**src/rtl/vend_controller.sv**
```systemverilog
// Vending transaction sequencer: credit accumulation, select/cancel/timeout arbitration,
// and req/ack handshakes to the dispense mechanism and the nickel change hopper.
module vend_controller #(
    parameter int unsigned PRICE      = 50,
    parameter int unsigned MAX_CREDIT = 150,
    parameter int unsigned TIMEOUT    = 1000
) (
    input  logic       clk,
    input  logic       rst,
    input  logic       coin_valid,
    input  logic [1:0] coin_type,
    input  logic       sel_valid,
    input  logic       cancel,
    input  logic       vend_done,
    input  logic       chg_ack,
    output logic       coin_accept,
    output logic       coin_reject,
    output logic       sel_nack,
    output logic       vend_req,
    output logic       chg_req,
    output logic [7:0] credit
);

    localparam int unsigned CW = $clog2(TIMEOUT);

    typedef enum logic [1:0] {StIdle, StCredit, StVend, StChange} state_e;

    state_e        state_q, state_d;
    logic [7:0]    credit_q, credit_d;
    logic [CW-1:0] tmo_q, tmo_d;
    logic          coin_reject_q, coin_reject_d;
    logic          sel_nack_q, sel_nack_d;
    logic          vend_req_q, vend_req_d;
    logic          chg_req_q, chg_req_d;
    logic [8:0]    coin_val;
    logic [8:0]    coin_sum;
    logic          coin_fits;
    logic          any_event;

    always_comb begin
        unique case (coin_type)
            2'b00:   coin_val = 9'd5;
            2'b01:   coin_val = 9'd10;
            2'b10:   coin_val = 9'd25;
            default: coin_val = 9'd100;
        endcase
    end

    // Nine bits wide so an over-ceiling coin can never wrap into range.
    assign coin_sum  = {1'b0, credit_q} + coin_val;
    assign coin_fits = coin_sum <= 9'(MAX_CREDIT);
    assign any_event = coin_valid | sel_valid | cancel;

    always_comb begin
        state_d       = state_q;
        credit_d      = credit_q;
        tmo_d         = '0;
        coin_reject_d = 1'b0;
        sel_nack_d    = 1'b0;
        unique case (state_q)
            StIdle: begin
                sel_nack_d = sel_valid;
                if (coin_valid) begin
                    if (coin_fits) begin
                        credit_d = coin_sum[7:0];
                        state_d  = StCredit;
                    end else begin
                        coin_reject_d = 1'b1;
                    end
                end
            end
            StCredit: begin
                if (cancel) begin
                    state_d       = StChange;
                    coin_reject_d = coin_valid;
                end else if (sel_valid && credit_q >= 8'(PRICE)) begin
                    credit_d      = credit_q - 8'(PRICE);
                    state_d       = StVend;
                    coin_reject_d = coin_valid;
                end else begin
                    sel_nack_d = sel_valid;
                    if (coin_valid) begin
                        if (coin_fits) credit_d = coin_sum[7:0];
                        else           coin_reject_d = 1'b1;
                    end
                    // Any front-end activity restarts the idle window.
                    if (!any_event) begin
                        if (tmo_q == CW'(TIMEOUT - 1)) state_d = StChange;
                        else                           tmo_d   = tmo_q + 1'b1;
                    end
                end
            end
            StVend: begin
                coin_reject_d = coin_valid;
                sel_nack_d    = sel_valid;
                if (vend_done) state_d = (credit_q != 8'd0) ? StChange : StIdle;
            end
            default: begin
                coin_reject_d = coin_valid;
                sel_nack_d    = sel_valid;
                if (chg_req_q && chg_ack) credit_d = credit_q - 8'd5;
                if (credit_d == 8'd0) state_d = StIdle;
            end
        endcase
        vend_req_d = (state_d == StVend);
        chg_req_d  = (state_d == StChange) && (credit_d != 8'd0);
    end

    always_ff @(posedge clk) begin
        if (rst) begin
            state_q       <= StIdle;
            credit_q      <= 8'd0;
            tmo_q         <= '0;
            coin_reject_q <= 1'b0;
            sel_nack_q    <= 1'b0;
            vend_req_q    <= 1'b0;
            chg_req_q     <= 1'b0;
        end else begin
            state_q       <= state_d;
            credit_q      <= credit_d;
            tmo_q         <= tmo_d;
            coin_reject_q <= coin_reject_d;
            sel_nack_q    <= sel_nack_d;
            vend_req_q    <= vend_req_d;
            chg_req_q     <= chg_req_d;
        end
    end

    assign coin_accept = (state_q == StIdle) || (state_q == StCredit);
    assign coin_reject = coin_reject_q;
    assign sel_nack    = sel_nack_q;
    assign vend_req    = vend_req_q;
    assign chg_req     = chg_req_q;
    assign credit      = credit_q;

endmodule

```
**config.mk**
```make
export PLATFORM = sky130hd
export DESIGN_NAME = vend_controller
export DESIGN_NICKNAME = d
export VERILOG_FILES = /design/src/rtl/vend_controller.sv
export SDC_FILE = /design/constraint.sdc
export NUM_CORES = 1
export LEC_CHECK = 0
export ABC_AREA = 1
export BUFFER_PORTS_ARGS = -buffer_cell sky130_fd_sc_hd__buf_2
export CORE_AREA = 2 2 84 86
export DETAILED_ROUTE_END_ITERATION = 10
export DIE_AREA = 0 0 86 88
export PLACE_DENSITY = 0.63
export SLEW_MARGIN = 30
export SYNTH_ARGS = -nofsm -noshare
export SYNTH_HDL_FRONTEND = slang
export SYNTH_SLANG_ARGS = --single-unit
```
**constraint.sdc**
```tcl
create_clock -name clk -period 2.9 [get_ports clk]
set_input_delay 0.58 -clock clk [delete_from_list [all_inputs] [get_ports clk]]
set_output_delay 0.58 -clock clk [all_outputs]
set_load 0.005 [all_outputs]
```
==> results.md, run 1 <==
- Slew headroom: 59.28%
- Detailed-route via count: 2536
- Root buffer cell: clkbuf_8
- Area taken by multi-input logic gates: 1677 sq um
- GR Overflow Total: 0
- Max Cap Violations: 0
- Hold_buf cts: 0
- Syn_nets: 400
- Slowest Stage Delay on Critical Path: 0.33 ns
- Post-synth EDFFs: 0
- Hold Startpoint: tmo_q[0]
- Sink Count: 24
- Primary FF master, synth: dfxtp_1
- Slowest CP cell: fa_2
- Mapped Cells: 372
- Clk Latency, worst-skew pair: 0.27 ns
- Met1 Usage GRT: 20.83%
- Crit-path max FO: 6
- Layout Utilization: 45.01%
- Critical path start-end classification: input pin to flip-flop
- Core Area: 6644 sq um
- PortBufs: 21
- Core Rows: 30
- Status: completed
- M2 GR Usage: 29.88%
- R2R setup slack: 0.35 ns
- Die width: 86 um
- Register bit total from synthesis: 24
- Max-slew violations: 0
- Top delay family on crit path: simple AND/OR/NAND/NOR gates
- Hold Vio Cnt, Final: 0
- First-pass GRT wire length: 10120 um
- PwrDens: 1054 nW/um^2
- Drt initial violations: 157
- Layout cells sized above 1: 26.74%
- Die Area: 7568 sq um
- Num ports: 22
- Tmin final: 2.863 ns
- Vias in the first global route: 2309
- Syn Area/Cell: 6.132 sq um
- FMAX: 349.3 MHz
- Placed Cells incl. Taps: 498
- GR Util met3: 1.508%
- Initial antenna violation count: 0
- Largest net degree at the start of global routing: 15
- GRT Total Usage: 16.43%
- Yosys warnings: 0
- Yosys top cell by area: dfxtp_1
- Setup violations, final: 0
- Total CTS buffers: 3
- Final WL: 6371 um
- Mapped cell area: 2281 sq um
- Remaining antenna violation count: 0
- Nets: 459
- CP most frequent cell: nand2_2
- GPL Wtd Cong: 0.9727
- Peak supply drop: 0.5945 mV
- Crit-path cells: buf_12 > clkinv_8 > ha_4 > nor2_2 > nor2_2 > ha_2 > inv_2 > fa_2 > nand3b_1 > nand2_2 > nand2_2 > nand2_2 > nand2_2 > nand2_2 > nand3_2 > nand2_4 > buf_4 > nand4_1 > nand3b_1 > nand2_1 > nand2_2 > nand2_2 > nor2_2 > a21oi_1
- TritonRoute pass-1 iters: 4
- P_leak: 1.493 nW
- Most common cell after layout, fill and taps aside: nand2_1
- Register area: 480.5 sq um
- Placed wire-length estimate: 4876 um
- Crit share post-route: 98.72%
- Fill cell count: 678
- Synth unique cells: 40
- RSZ-0062 raised after global routing: true
- Commonest cells after routing, fill and taps aside: nand2_1 (90), inv_1 (46), buf_4 (37)
- Initial core utilization: 34.33%
- Buf/Inv on CP: 4
- Crit. End Element: flip-flop
- Synth top area share: 21.06%
- GRT Max-Usage Layer: met2
- Die height: 88 um
- Cells on worst reg2reg path: 19
- Hold Crit Class: flip-flop to flip-flop
- Final std cells w/o fill: 510
- Startpoint type of the worst setup path: input pin
- CTS clk-pin slew, worst paths: 0.09 ns
- Clock Tree Buf Depth: 2
- Clk_skew: 0.002145 ns
- Via density: 4.973
- Async set or reset register ratio after synthesis: 0%
- CTS tree: built
- DR WL/cell: 12.49 um
- Worst R2R End: chg_req
- Worst path required time: 3.07 ns
- Area delta synth->final: 31.10%
- Slew @ Worst Pin: 0.6029 ns
- Register area share after synthesis: 21.06%
- Worst Path Arrival: 3.03 ns
- Synth area leaders: dfxtp_1 (21%), nand2_1 (16%), ha_1 (9.9%)
- Hold endpoint: tmo_q[0]
- Crit Reg-Reg Startpoint: credit[0]
- Worst Hold Depth: 1
- Diode count: 0
- H-tree depth: 1
- Residual DRC: 0
[power by group]
part / leakage (nW) / internal [mW] / switching, mW
clock: 0.0357 / 0.185 / 0.112
sequential: 0.196 / 0.415 / 0.146
combinational: 1.26 / 1.00 / 1.29
total: 1.49 / 1.60 / 1.55
[cells by family after synthesis]
kind of cell / after synthesis / synth area share, %
DFF: 24 / 21.06
AOI/OAI and AO/OA: 53 / 12.89
buffers and inverters: 62 / 11.03
xor gates and xnor gates: 12 / 4.608
adders and majority gates: 19 / 10.75
and+or+nand+nor: 202 / 39.66
[through the flow]
stage	hold WS, ns	setup TNS (ns)	cell area, sq um	power (mW)	setup slack (ns)
3_5_place_dp	0.4399	-3.475	2688	2.584	-0.4787
5_1_grt	0.5000	-0.4828	2990	3.435	-0.09833
6_report	0.4494	0	2990	3.151	0.03704
4_1_cts	0.4539	-0.001613	2869	2.998	-0.001613
3_3_place_gp	0.4305	-2.543	2688	2.588	-0.3707
2_1_floorplan	0.4179	0	2288	1.824	0.001464
[area by class of cell]
cell class | instances | area share [%]
Clock inverter | 1 | 1.004
Timing Repair Buffer | 59 | 14.18
Tap cell | 80 | 3.347
Clock buffer | 3 | 1.381
Multi-Input combinational cell | 287 | 56.07
Sequential cell | 24 | 16.07
Inverter | 56 | 7.950
[routing by layer]
metal,part of all wire (%),routed length [um]
met5,0,0
met4,2.4,156
met3,4.1,259
met2,47,3005
met1,46,2950
[cells in the mapped netlist, types with 2 or more instances]
| library cell | number |
|---|---|
| nand2_1 | 100 |
| xor2_1 | 10 |
| buf_4 | 2 |
| nor4_1 | 2 |
| inv_2 | 5 |
| nand2_2 | 7 |
| a31oi_1 | 2 |
| o21ai_1 | 2 |
| a21oi_1 | 22 |
| nand3_1 | 24 |
| inv_1 | 49 |
| nand3b_1 | 5 |
| o21ai_0 | 18 |
| ha_1 | 18 |
| nor2_1 | 38 |
| or2_2 | 3 |
| nor2_2 | 6 |
| dfxtp_1 | 24 |
| nand4_1 | 9 |
| nor3_1 | 5 |
| xnor2_1 | 2 |
[registers in the layout (all words and copies together) (netlist names)]
name,count
chg_req,1
credit,8
state_q,2
coin_reject,1
tmo_q,10
vend_req,1
sel_nack,1
[worst register-to-register path, delay by kind of cell, from the launching register on]
| kind | cells | cell delay (ns) |
|---|---|---|
| and+or+nand+nor | 14 | 1.29 |
| adders and majority gates | 2 | 0.53 |
| DFF | 1 | 0.38 |
| buffers and inverters | 2 | 0.16 |
| AOI/OAI and AO/OA | 1 | 0.08 |
[how the worst max path moves through the flow]
stage	startpoint	to	slack (ns)	cells after the start
floorplan	coin_type[0]	chg_req	0.001	24
global placement	coin_type[0]	chg_req	-0.37	25
detailed placement	coin_type[0]	chg_req	-0.48	25
CTS	coin_type[1]	chg_req	-0.002	25
global route	coin_type[1]	credit[6]	-0.1	24
finish	coin_type[1]	chg_req	0.04	24
[what timing repair did]
action / 4_1_cts / 5_1_grt
pin swaps: 15 / 15
gates resized for setup: 20 / 27
gates cloned: 1 / 0
endpoints found under the setup margin: 6 / 11
buffers inserted: 5 / 2
Note: power is estimated with default switching activity, not from simulation.
==> run 2, diff against run 1 <==
--- a/config.mk
+++ b/config.mk
@@ -8,6 +8,7 @@
 export ABC_AREA = 1
 export BUFFER_PORTS_ARGS = -buffer_cell sky130_fd_sc_hd__buf_2
 export CORE_AREA = 2 2 84 86
+export CTS_BUF_LIST = sky130_fd_sc_hd__clkbuf_4
 export DETAILED_ROUTE_END_ITERATION = 10
 export DIE_AREA = 0 0 86 88
 export PLACE_DENSITY = 0.63
==> run 2 against run 1 <==
Net effect:
- combinational power barely moved
- critical endpoint unchanged
- die area unchanged
- non-clock buffer count shrank 3
- clock skew increased by 0.00055 ns
- critical path type unchanged
- global-route usage down 0.39 points
==> results.md, run 2 (synthesized netlist as in run 1, its figures left out) <==
- Initial core utilization: 34.33% (unchanged)
- Core Area: 6644 sq um (unchanged)
- Die width: 86 um (unchanged)
- Crit-path max FO: 6 (unchanged)
- PwrDens: 1056 nW/um^2 (+0.27%)
- Slew headroom: 64.53% (+5.3 points)
- Slowest CP cell: fa_2
- GR Overflow Total: 0 (unchanged)
- Worst Path Arrival: 3.09 ns (+0.06 ns)
- Tmin final: 2.867 ns (+0.003936 ns)
- Detailed-route via count: 2494 (-1.7%)
- Placement Setup Slack: -0.4787 ns (unchanged)
- Max Cap Violations: 0 (unchanged)
- Slew @ Worst Pin: 0.5252 ns (-0.07775 ns)
- Num ports: 22 (unchanged)
- Clk Latency, worst-skew pair: 0.32 ns (+0.05 ns)
- Critical path start-end classification: input pin to flip-flop
- Total CTS buffers: 3 (unchanged)
- Die Area: 7568 sq um (unchanged)
- Hold Crit Class: flip-flop to flip-flop
- DR WL/cell: 12.37 um (-0.99%)
- CTS tree: built
- Clock Tree Buf Depth: 2 (unchanged)
- Hold Slack: 0.4575 ns (+0.008108 ns)
- Top delay family on crit path: simple AND/OR/NAND/NOR gates
- Initial antenna violation count: 0 (unchanged)
- Worst path required time: 3.13 ns (+0.06 ns)
- Via density: 4.919 (-1.1%)
- R2R setup slack: 0.33 ns (-0.02 ns)
- Layout cells sized above 1: 26.23% (-0.51 points)
- Largest net degree at the start of global routing: 15 (unchanged)
- Diode count: 0 (unchanged)
- Peak supply drop: 0.6022 mV (+1.3%)
- Largest Register: tmo_q
- Final WL: 6271 um (-1.6%)
- Status: completed
- Max-slew violations: 0 (unchanged)
- Flip-flop count of the largest register after layout: 10 (unchanged)
- Hold_buf cts: 0 (unchanged)
- Crit. End Element: flip-flop
- P_leak: 1.467 nW (-1.7%)
- Crit share post-route: 98.86% (+0.14 points)
- Sink Count: 24 (unchanged)
- Vias in the first global route: 2262 (-2.0%)
- Residual DRC: 0 (unchanged)
- Hold Startpoint: tmo_q[0]
- Startpoint type of the worst setup path: input pin
- Root buffer cell: clkbuf_4
- Buf/Inv on CP: 4 (unchanged)
- Crit Reg-Reg Startpoint: credit[0]
- Placed wire-length estimate: 4876 um (unchanged)
- RSZ-0062 raised after global routing: true
- GRT Total Usage: 16.04% (-0.39 points)
- Nets: 456 (-0.65%)
- GPL Wtd Cong: 0.9727 (unchanged)
- TritonRoute pass-1 iters: 5 (+1)
- Area delta synth->final: 27.98%
- Commonest cells after routing, fill and taps aside: nand2_1 (88), inv_1 (46), nor2_1 (36)
- PortBufs: 21 (unchanged)
- Core Rows: 30 (unchanged)
- CP most frequent cell: nand2_2
- Setup violations, final: 0 (unchanged)
- Worst R2R End: chg_req
- Clk_skew: 0.002695 ns (+0.0005498 ns)
- First-pass GRT wire length: 9880 um (-2.4%)
- Remaining antenna violation count: 0 (unchanged)
- Final worst setup slack: 0.03310 ns (-0.003936 ns)
- FMAX: 348.8 MHz (-0.14%)
- Worst Hold Depth: 1 (unchanged)
- CTS clk-pin slew, worst paths: 0.14 ns (+0.05 ns)
- Drt initial violations: 112 (-29%)
- Slowest Stage Delay on Critical Path: 0.35 ns (+0.02 ns)
- Most common cell after layout, fill and taps aside: nand2_1
- Cells on worst reg2reg path: 20 (+1)
- H-tree depth: 1 (unchanged)
- Hold endpoint: tmo_q[0]
- Die height: 88 um (unchanged)
- Hold Vio Cnt, Final: 0 (unchanged)
-- run 2: cell count changes in the layout (fill, tap and decap cells not counted), moves of 3 or more --
cell,delta
buf_4,-4
clkbuf_4,+3
clkbuf_8,-3
nor2_2,-3
-- run 2: routing by layer --
metal  vias up  part of all wire (%)  track usage [%]
li1       1310                     -                -
met4         0                   1.8            4.185
met2        77                    48            28.68
met1      1092                    47            20.66
met3        15                   4.0            1.508
met5         -                     0                0
-- run 2: cell type report --
type,instances,area [sq um]
fillers,688,3725
clock inverters,1,30.03
repair buffers,56,400.4
flip-flops and latches,24,480.5
multi-input cells,287,1663
clock buffers,3,22.52
inverters,56,222.7
well taps,80,100.1
-- run 2: timing repair --
action / CTS / global route
setup endpoints to repair: 1 / 11
buffers inserted: 0 / 4
pin swaps: 1 / 21
cloned: 1 / 0
gates resized for setup: 4 / 39
-- run 2: report_power, final --
| part | switching, mW | internal (mW) | leakage [nW] |
|---|---|---|---|
| Sequential | 0.146 | 0.415 | 0.196 |
| Clock | 0.106 | 0.140 | 0.0279 |
| Combinational | 1.29 | 0.986 | 1.24 |
| Total | 1.54 | 1.54 | 1.47 |
-- run 2: worst max path at each step --
stage                            start  endpoint  depth (start not counted)
after floorplan           coin_type[0]   chg_req                         24
after global placement    coin_type[0]   chg_req                         25
after detailed placement  coin_type[0]   chg_req                         25
after CTS                 coin_type[1]   chg_req                         24
after global routing      coin_type[1]   chg_req                         25
final                     coin_type[1]   chg_req                         25
-- run 2: per-stage QoR --
| stage | setup TNS [ns] | area, sq um | instances | utilization, % | power [mW] |
|---|---|---|---|---|---|
| 3_3_place_gp | -2.543 | 2688 | 498 | 40.45 | 2.588 |
| 6_report | 0 | 2919 | 507 | 43.94 | 3.084 |
| 2_1_floorplan | 0 | 2288 | 372 | - | 1.824 |
| 4_1_cts | 0 | 2758 | 503 | 41.51 | 2.873 |
| 3_5_place_dp | -3.475 | 2688 | 498 | 40.45 | 2.584 |
| 5_1_grt | -0.6457 | 2919 | 507 | 43.94 | 3.362 |
